`src/rtl/epu_dma_master.sv`:
```
// AXI4 DMA initiator: reads INCR bursts from memory into a local buffer, then writes each
// burst to the fixed EPU raw-data address until the requested word count has been moved.
module epu_dma_master #(
    parameter int         MAX_BURST = 16,
    parameter logic [3:0] AXI_ID    = 4'd1
) (
    input  logic        clk,
    input  logic        rst,
    input  logic        start,
    input  logic [31:0] src_addr,
    input  logic [31:0] dst_addr,
    input  logic [15:0] word_cnt,
    output logic        busy,
    output logic        done,
    output logic        err,
    output logic [3:0]  ARID,
    output logic [31:0] ARADDR,
    output logic [3:0]  ARLEN,
    output logic [2:0]  ARSIZE,
    output logic [1:0]  ARBURST,
    output logic        ARVALID,
    input  logic        ARREADY,
    input  logic [3:0]  RID,
    input  logic [31:0] RDATA,
    input  logic [1:0]  RRESP,
    input  logic        RLAST,
    input  logic        RVALID,
    output logic        RREADY,
    output logic [3:0]  AWID,
    output logic [31:0] AWADDR,
    output logic [3:0]  AWLEN,
    output logic [2:0]  AWSIZE,
    output logic [1:0]  AWBURST,
    output logic        AWVALID,
    input  logic        AWREADY,
    output logic [31:0] WDATA,
    output logic [3:0]  WSTRB,
    output logic        WLAST,
    output logic        WVALID,
    input  logic        WREADY,
    input  logic [3:0]  BID,
    input  logic [1:0]  BRESP,
    input  logic        BVALID,
    output logic        BREADY
);

    localparam int IW = ($clog2(MAX_BURST) > 0) ? $clog2(MAX_BURST) : 1;

    typedef enum logic [2:0] {
        IDLE, RD_ADDR, RD_DATA, WR_ADDR, WR_DATA, WR_RESP, FIN
    } state_t;

    state_t      state_q, state_d;
    logic [31:0] cur_src_q, cur_src_d;
    logic [31:0] dst_q, dst_d;
    logic [15:0] remaining_q, remaining_d;
    logic [4:0]  rcnt_q, rcnt_d;
    logic [4:0]  wcnt_q, wcnt_d;
    logic        rd_bad_q, rd_bad_d;
    logic        err_q, err_d;
    logic        busy_q, busy_d;
    logic        done_q, done_d;
    logic        arvalid_q, arvalid_d;
    logic        rready_q, rready_d;
    logic        awvalid_q, awvalid_d;
    logic        wvalid_q, wvalid_d;
    logic        bready_q, bready_d;

    logic [31:0] data_buf_q [0:(1<<IW)-1];
    logic        buf_we;
    logic        beat_bad;
    logic [4:0]  beats;
    logic [4:0]  last_idx;

    assign beats    = (remaining_q > 16'(MAX_BURST)) ? 5'(MAX_BURST) : remaining_q[4:0];
    assign last_idx = beats - 5'd1;

    always_comb begin
        state_d     = state_q;
        cur_src_d   = cur_src_q;
        dst_d       = dst_q;
        remaining_d = remaining_q;
        rcnt_d      = rcnt_q;
        wcnt_d      = wcnt_q;
        rd_bad_d    = rd_bad_q;
        err_d       = err_q;
        buf_we      = 1'b0;
        beat_bad    = 1'b0;

        case (state_q)
            IDLE: begin
                if (start) begin
                    err_d = 1'b0;
                    if (word_cnt != 16'd0) begin
                        cur_src_d   = {src_addr[31:2], 2'b00};
                        dst_d       = dst_addr;
                        remaining_d = word_cnt;
                        state_d     = RD_ADDR;
                    end else begin
                        state_d = FIN;
                    end
                end
            end
            RD_ADDR: begin
                if (arvalid_q && ARREADY) begin
                    rcnt_d   = 5'd0;
                    rd_bad_d = 1'b0;
                    state_d  = RD_DATA;
                end
            end
            RD_DATA: begin
                // A faulty burst is drained to RLAST but never written out.
                if (rready_q && RVALID) begin
                    beat_bad = (RRESP != 2'b00) || (RLAST != (rcnt_q == last_idx));
                    buf_we   = !rd_bad_q && !beat_bad;
                    rcnt_d   = rcnt_q + 5'd1;
                    if (beat_bad) begin
                        err_d    = 1'b1;
                        rd_bad_d = 1'b1;
                    end
                    if (RLAST) begin
                        state_d = (rd_bad_q || beat_bad) ? FIN : WR_ADDR;
                    end
                end
            end
            WR_ADDR: begin
                if (awvalid_q && AWREADY) begin
                    wcnt_d  = 5'd0;
                    state_d = WR_DATA;
                end
            end
            WR_DATA: begin
                if (wvalid_q && WREADY) begin
                    wcnt_d = wcnt_q + 5'd1;
                    if (wcnt_q == last_idx) begin
                        state_d = WR_RESP;
                    end
                end
            end
            WR_RESP: begin
                if (bready_q && BVALID) begin
                    if (BRESP != 2'b00) begin
                        err_d   = 1'b1;
                        state_d = FIN;
                    end else begin
                        remaining_d = remaining_q - 16'(beats);
                        cur_src_d   = cur_src_q + 32'({beats, 2'b00});
                        state_d     = (remaining_q == 16'(beats)) ? FIN : RD_ADDR;
                    end
                end
            end
            FIN:     state_d = IDLE;
            default: state_d = IDLE;
        endcase

        // Handshake outputs are registered copies of the next state.
        arvalid_d = (state_d == RD_ADDR);
        rready_d  = (state_d == RD_DATA);
        awvalid_d = (state_d == WR_ADDR);
        wvalid_d  = (state_d == WR_DATA);
        bready_d  = (state_d == WR_RESP);
        done_d    = (state_d == FIN);
        busy_d    = (state_d inside {RD_ADDR, RD_DATA, WR_ADDR, WR_DATA, WR_RESP}) ||
                    ((state_d == FIN) && busy_q);
    end

    always_ff @(posedge clk or posedge rst) begin
        if (rst) begin
            state_q     <= IDLE;
            cur_src_q   <= '0;
            dst_q       <= '0;
            remaining_q <= '0;
            rcnt_q      <= '0;
            wcnt_q      <= '0;
            rd_bad_q    <= 1'b0;
            err_q       <= 1'b0;
            busy_q      <= 1'b0;
            done_q      <= 1'b0;
            arvalid_q   <= 1'b0;
            rready_q    <= 1'b0;
            awvalid_q   <= 1'b0;
            wvalid_q    <= 1'b0;
            bready_q    <= 1'b0;
        end else begin
            state_q     <= state_d;
            cur_src_q   <= cur_src_d;
            dst_q       <= dst_d;
            remaining_q <= remaining_d;
            rcnt_q      <= rcnt_d;
            wcnt_q      <= wcnt_d;
            rd_bad_q    <= rd_bad_d;
            err_q       <= err_d;
            busy_q      <= busy_d;
            done_q      <= done_d;
            arvalid_q   <= arvalid_d;
            rready_q    <= rready_d;
            awvalid_q   <= awvalid_d;
            wvalid_q    <= wvalid_d;
            bready_q    <= bready_d;
        end
    end

    always_ff @(posedge clk) begin
        if (buf_we) begin
            data_buf_q[rcnt_q[IW-1:0]] <= RDATA;
        end
    end

    assign ARID    = AXI_ID;
    assign ARADDR  = cur_src_q;
    assign ARLEN   = last_idx[3:0];
    assign ARSIZE  = 3'b010;
    assign ARBURST = 2'b01;
    assign ARVALID = arvalid_q;
    assign RREADY  = rready_q;
    assign AWID    = AXI_ID;
    assign AWADDR  = dst_q;
    assign AWLEN   = last_idx[3:0];
    assign AWSIZE  = 3'b010;
    assign AWBURST = 2'b01;
    assign AWVALID = awvalid_q;
    assign WDATA   = data_buf_q[wcnt_q[IW-1:0]];
    assign WSTRB   = 4'hF;
    assign WLAST   = (wcnt_q == last_idx);
    assign WVALID  = wvalid_q;
    assign BREADY  = bready_q;
    assign busy    = busy_q;
    assign done    = done_q;
    assign err     = err_q;

    logic unused_ok;
    assign unused_ok = ^{RID, BID, src_addr[1:0]};

endmodule

```
`config.mk`:
```
export PLATFORM = sky130hd
export DESIGN_NAME = epu_dma_master
export DESIGN_NICKNAME = d
export VERILOG_FILES = /design/src/rtl/epu_dma_master.sv
export SDC_FILE = /design/constraint.sdc
export NUM_CORES = 1
export LEC_CHECK = 0
export CAP_MARGIN = 10
export CORE_MARGIN = 4
export CORE_UTILIZATION = 61
export CTS_CLUSTER_DIAMETER = 40
export DETAILED_ROUTE_END_ITERATION = 16
export PLACE_DENSITY = 0.92
export SETUP_SLACK_MARGIN = 0.02
export SLEW_MARGIN = 40
export SYNTH_ARGS = -nofsm -noshare
export SYNTH_HDL_FRONTEND = slang
export SYNTH_SLANG_ARGS = --single-unit
```
`constraint.sdc`:
```
create_clock -name clk -period 15.83 [get_ports clk]
set_input_delay 2.3745 -clock clk [delete_from_list [all_inputs] [get_ports clk]]
set_output_delay 2.3745 -clock clk [all_outputs]
set_load 0.05 [all_outputs]
```
==> impl_metrics.csv, run 1 <==
group,metric,value,unit
finish,fin_util,75.0,%
setup_path,cp.required,13.46,ns
floorplanning,io_pins,268,
power,switching_share,34.8,%
finish,syn_to_final_growth,21.6,%
cts,cts_buffers,73,
cts,cts_root_buffer,"clkbuf_16",
placement,hpwl,36100,µm
finish,drive_gt1_share,22.5,%
cts,clkTransAtPathRegs,0.06,ns
timing,fin_crit_sh,43.9,%
global_route,antenna_found_initial,6,
timing,setup_viol,0,
synthesis,post_synth_instance_area,0.0252,mm²
setup_path,cp_max_fo,8,
detailed_routing,drt-total-wl,66100,µm
setup_path,rrSetupSlack,11.31,ns
timing,final.min_clock_period,6.95,ns
timing,fmax,144,MHz
power,power.leakage,0.0101,µW
synthesis,yosysUniqueCellTypes,61,
timing,whs,0.502,ns
worst_hold_path,min-delay-path-class,"reg2reg",
power,pwr-share-seq,37.1,%
power,clkPwrFrac,30.8,%
cts,post_cts_buffers,0,
finish,multi_input_area,0.00690,mm²
detailed_routing,drc,0,
floorplanning,rows,74,
floorplanning,die_area,0.0446,mm²
power,power_frac_comb,32.1,%
power,power.internal,3540,µW
synthesis,synth_common_cells,"edfxtp_1 (512), mux4_2 (160), dfrtp_1 (100)",
global_route,grt_usage,29.8,%
setup_path,critical_path_class,"reg2out",
floorplanning,die_w,211,µm
timing,skew,0.0342,ns
finish,ff_latch_area,0.0179,mm²
global_route,grt_max_degree,78,
run,drv_cap,0,
placement,dp_worst_setup_slack,9.52,ns
detailed_routing,drt-initial-drc-count,1868,
setup_path,cp.arrival,4.57,ns
floorplanning,core,0.0408,mm²
setup_path,end_kind,"output pin",
power,power_switching,1890,µW
synthesis,avgSynthCellArea,18.1,µm²
placement,io_buffers,233,
cts,clock_path_buffers,3,
global_route,grt_pass1_vias,15164,
outcome,outcome,"finished clean",
cts,cts_hold_buf,0,
cts,htreeDepth,3,
cts,ctsResizeCount,0,
finish,fin_nets,1793,
detailed_routing,vias,14837,
synthesis,synth_most_common_cell,"edfxtp_1",
detailed_routing,antenna_left,0,
synthesis,yosysWarnings,0,
floorplanning,initial_core_util,61.6,%
power,power_density,177,mW/mm²
synthesis,postSynth.asyncResetShare,16.3,%
synthesis,synth-seq-area-share,71.0,%
global_route,grt_pass1_wl,97600,µm
timing,slew-limit-headroom,44.5,%
power,fin_total_pwr,5430,µW
synthesis,synth-edff-count,512,
timing,finalSetupTns,0,ns
finish,fillers,2195,
detailed_routing,routedWlPerCell,29.5,µm
detailed_routing,drt_pass1_iterations,8,
timing,finalHoldViolCount,0,
timing,fin_ws,8.88,ns
global_route,grt-ovfl-total,0,
synthesis,yosys.area.top_type,"edfxtp_1",
detailed_routing,routed_via_density,6.63,
synthesis,synth.area.top_cells,"edfxtp_1 (61%), mux4_2 (14%), dfrtp_1 (9.9%)",
synthesis,synth_flop_cell,"edfxtp_1",
placement,gp_congestion,0.888,
cts,cts.sinks,612,
power,peakVddDrop,0.145,mV
setup_path,critPathLaunchType,"register",
timing,finalMaxSlewViolations,0,
timing,worst_pin_slew,0.828,ns
cts,cts_tree,"built",
timing,rsz0062_at_grt,"false",
cts,clock_latency,0.61,ns
synthesis,synth.ff_latch_count,612,
synthesis,yosysTopAreaCellShare,61.1,%
synthesis,syn_inst,1390,
floorplanning,chipHeight,211,µm
-- state kept, by name (all words and copies together), names as in the netlist, 3 cells and up --
signal and count:
rcnt_q 5, AWADDR 32, state_q 3, ARADDR 30
wcnt_q 5, remaining_q 16, data_buf_q 512
-- through the flow --
step	cell area, µm²	instances
2_1_floorplan	25300	1413
3_3_place_gp	28100	2101
3_5_place_dp	28100	2103
4_1_cts	30600	2237
5_1_grt	30600	2239
6_report	30600	2239
-- metal layers --
| metal | global-route usage (%) | routed length, µm | vias to the layer above |
|---|---|---|---|
| met5 | 0 | 72 | - |
| met2 | 51.1 | 34300 | 991 |
| li1 | - | - | 6091 |
| met1 | 38.1 | 22600 | 7567 |
| met4 | 10.8 | 2530 | 10 |
| met3 | 6.62 | 6700 | 178 |
-- placed cells by master (no fill, tap or decap), drive strengths merged, types with 3 or more instances in the layout --
cell / netlist / final
a211oi: 6 / 6
a21o: 6 / 6
a21oi: 54 / 54
a22oi: 5 / 5
a2bb2oi: 15 / 15
a31o: 3 / 3
a31oi: 10 / 10
and2: 10 / 10
and3: 10 / 10
buf: 53 / 31
bufinv: 0 / 6
clkbuf: 53 / 80
clkdlybuf4s50: 0 / 233
clkinv: 0 / 28
clkinvlp: 0 / 7
conb: 2 / 25
dfrtp: 100 / 100
edfxtp: 512 / 512
ha: 12 / 12
inv: 24 / 38
mux2: 32 / 32
mux4: 160 / 160
nand2: 68 / 68
nand2b: 3 / 3
nand3: 20 / 20
nand3b: 4 / 4
nand4: 18 / 18
nor2: 51 / 51
nor2b: 4 / 4
nor3: 22 / 22
nor3b: 3 / 3
nor4: 24 / 24
o21ai: 42 / 42
o22a: 7 / 7
o22ai: 11 / 11
o31ai: 5 / 5
or4: 3 / 3
xnor2: 7 / 7
xor2: 9 / 9
-- area by class of cell --
class,count,share of cell area [%]
antenna,1,0.00818
clock buffer,79,6.04
sequential,612,58.4
tap,532,2.17
clock inverter,55,1.95
multi-input combinational,671,22.5
timing repair buffer,265,8.54
inverter,24,0.303
-- worst max-delay path, cell delays in order, from the launching register on --
cell	delay (ns)
dfrtp_1	0.44
nor4_4	0.56
nand4_1	0.57
ha_1	0.55
xor2_1	0.18
o21ai_0	0.16
a221oi_1	0.11
a31o_2	0.25
nor2_1	0.24
clkdlybuf4s50_1	0.92
-- cells by family after synthesis --
logic type,Yosys count,share of synthesized area (%)
buf+inv,130,2.40
fa+ha+maj,13,0.676
other cells,2,0.0298
mux,192,15.8
simple gates,248,5.08
xor+xnor,16,0.587
flops,612,71.0
compound gates,177,4.44
-- final timing paths --
| path | start | end | depth (start not counted) |
|---|---|---|---|
| setup / recovery | remaining_q[13] | WLAST | 9 |
| setup reg to reg | remaining_q[13] | data_buf_q[7][31] | 8 |
| max in group asynchronous | rst | wcnt_q[0] | 3 |
| hold reg to reg | AWADDR[11] | AWADDR[11] | 1 |
| hold / removal | AWADDR[11] | AWADDR[11] | 1 |
| min in group asynchronous | rst | AWADDR[31] | 2 |
-- power groups by stage --
stage / combinational, µW / sequential (µW) / clock, µW
floorplan: 972 / 2280 / 0
global placement: 1650 / 2060 / 0
detailed placement: 1710 / 2050 / 0
CTS: 1730 / 2020 / 1690
global route: 1840 / 2030 / 1770
finish: 1740 / 2020 / 1670
Note: power is estimated with default switching activity, not from simulation.
==> inputs of run 2 (changes only) <==
--- a/config.mk
+++ b/config.mk
@@ -7,10 +7,10 @@
 export LEC_CHECK = 0
 export CAP_MARGIN = 10
 export CORE_MARGIN = 4
-export CORE_UTILIZATION = 61
+export CORE_UTILIZATION = 57
 export CTS_CLUSTER_DIAMETER = 40
 export DETAILED_ROUTE_END_ITERATION = 16
-export PLACE_DENSITY = 0.92
+export PLACE_DENSITY = 0.87
 export SETUP_SLACK_MARGIN = 0.02
 export SLEW_MARGIN = 40
 export SYNTH_ARGS = -nofsm -noshare
==> constraint.sdc (replaced) <==
create_clock -name clk -period 7 [get_ports clk]
set_input_delay 1.05 -clock clk [delete_from_list [all_inputs] [get_ports clk]]
set_output_delay 1.05 -clock clk [all_outputs]
set_load 0.05 [all_outputs]
==> run 2 against run 1 <==
Net effect: critical path depth up 1; hold slack worse by 0.00090 ns; sequential power up 130%.
==> impl_metrics.csv, run 2 (synthesis results as in run 1) <==
group,metric,value,unit
detailed_routing,routedWlPerCell,28.5,µm
finish,largest_reg_flops,512,
finish,syn_to_final_growth,23.0,%
timing,skew,0.0341,ns
power,pwr-share-seq,36.4,%
timing,finalHoldViolCount,0,
finish,fin_nets,1797,
detailed_routing,drt-initial-drc-count,1699,
finish,fillers,2576,
floorplanning,chipHeight,218,µm
power,peakVddDrop,0.306,mV
finish,stdcell_count,2302,
finish,ff_latch_area,0.0179,mm²
finish,multi_input_area,0.00691,mm²
cts,ctsResizeCount,0,
floorplanning,io_pins,268,
timing,fmax,186,MHz
global_route,grt_max_degree,77,
worst_hold_path,min_from,"AWADDR[21]",
detailed_routing,drt_pass1_iterations,5,
global_route,grt_pass1_vias,15165,
setup_path,cp_max_fo,10,
finish,final_cell_mix,"edfxtp_1 (512), clkdlybuf4s50_1 (233), mux4_2 (160), dfrtp_1 (96), clkbuf_16 (76)",
placement,io_buffers,233,
setup_path,critPathLaunchType,"register",
power,clkPwrFrac,32.1,%
detailed_routing,routed_via_density,6.38,
power,power.internal,8270,µW
cts,post_cts_buffers,0,
timing,worst_pin_slew,0.768,ns
power,power_frac_comb,31.5,%
timing,finalSetupTns,0,ns
cts,clkTransAtPathRegs,0.05,ns
timing,fin_crit_sh,76.6,%
power,power.leakage,0.0103,µW
detailed_routing,drt-total-wl,65700,µm
placement,hpwl,35900,µm
setup_path,cp.arrival,4.31,ns
outcome,outcome,"finished clean",
setup_path,critical_path_class,"reg2out",
setup_path,rrSetupSlack,2.62,ns
cts,clock_path_buffers,3,
setup_path,r2r_start,"remaining_q[8]",
cts,htreeDepth,3,
floorplanning,initial_core_util,58.0,%
setup_path,reg2reg_to,"ARADDR[26]",
timing,rsz0062_at_grt,"false",
run,drv_cap,0,
floorplanning,rows,76,
cts,cts_buffers,74,
cts,cts_root_buffer,"clkbuf_16",
timing,setup_viol,0,
cts,cts.sinks,612,
placement,placed_cells,2159,
worst_hold_path,hold_depth,1,
power,switching_share,34.1,%
floorplanning,die_area,0.0476,mm²
finish,fin_util,71.4,%
detailed_routing,vias,14698,
global_route,antenna_found_initial,4,
setup_path,rr_worst_depth,14,
global_route,grt-ovfl-total,0,
detailed_routing,drc,0,
worst_hold_path,min-delay-path-class,"reg2reg",
worst_hold_path,min_to,"AWADDR[21]",
placement,gp_congestion,0.906,
timing,slew-limit-headroom,48.4,%
global_route,grt_usage,28.1,%
global_route,grt_pass1_wl,98300,µm
finish,final_common_cell,"edfxtp_1",
setup_path,cp.required,5.95,ns
timing,finalMaxSlewViolations,0,
power,power_switching,4280,µW
timing,final.min_clock_period,5.36,ns
cts,clock_latency,0.61,ns
cts,cts_tree,"built",
power,power_density,405,mW/mm²
floorplanning,core,0.0434,mm²
cts,cts_hold_buf,0,
floorplanning,die_w,218,µm
detailed_routing,antenna_left,0,
setup_path,end_kind,"output pin",
finish,drive_gt1_share,22.5,%
-- run 2: changes by cell type in the layout (fill, tap and decap cells not counted), moves of 2 or more --
cell,delta
buf_12,+3
buf_4,+3
buf_6,-2
bufinv_16,+4
clkbuf_1,+3
clkbuf_16,+3
clkinv_1,+4
clkinv_2,-8
clkinvlp_4,-3
diode_2,+3
-- run 2: how the worst max path moves through the flow --
stage	slack (ns)	startpoint	cells after the start	endpoint
floorplan	0.16	remaining_q[8]	10	data_buf_q[7][0]
global placement	2.35	remaining_q[8]	10	WLAST
detailed placement	2.35	remaining_q[8]	10	WLAST
CTS	1.61	remaining_q[8]	10	WLAST
global route	1.40	remaining_q[8]	10	WLAST
finish	1.64	remaining_q[8]	10	WLAST
-- run 2: power by group through the flow --
stage | clock (µW) | combinational (µW) | sequential, µW
after floorplan | 0 | 2200 | 5160
after global placement | 0 | 3740 | 4680
after detailed placement | 0 | 3900 | 4640
after CTS | 4090 | 3950 | 4570
after global routing | 4260 | 4200 | 4610
final | 4030 | 3950 | 4560
-- run 2: worst max-delay path, cell delays in order, from the launching register on --
cell and delay (ns):
dfrtp_1 0.44, nor4_1 0.46, buf_4 0.25, nand4_1 0.39, ha_1 0.50, xor2_1 0.17
o21ai_0 0.17, a221oi_1 0.11, a31o_2 0.25, nor2_1 0.15, clkdlybuf4s50_1 0.84
-- run 2: layout make-up --
cell class / instances / share of cell area (%)
multi-input cells: 671 / 22.3
clock buffers: 86 / 6.30
repair buffers: 268 / 8.60
well taps: 585 / 2.37
flip-flops and latches: 612 / 57.8
inverters: 24 / 0.299
diodes: 4 / 0.0324
clock inverters: 52 / 2.26
-- run 2: per-layer routing --
layer / wire (µm) / global-route usage (%) / share of wire, %
met1: 22700 / 34.7 / 35
met2: 33900 / 48.3 / 52
met3: 6350 / 7.19 / 9.7
met4: 2720 / 10.4 / 4.1
met5: 27 / 0 / 0.041
-- run 2: stage by stage --
| stage | hold WS (ns) | instance area [µm²] | power, µW | setup WS (ns) |
|---|---|---|---|---|
| finish | 0.501 | 30900 | 12500 | 1.64 |
| global route | 0.518 | 30900 | 13100 | 1.40 |
| CTS | 0.505 | 30900 | 12600 | 1.61 |
| detailed placement | 0.491 | 28300 | 8550 | 2.35 |
| global placement | 0.481 | 28200 | 8420 | 2.35 |
| floorplan | 0.471 | 25300 | 7360 | 0.160 |
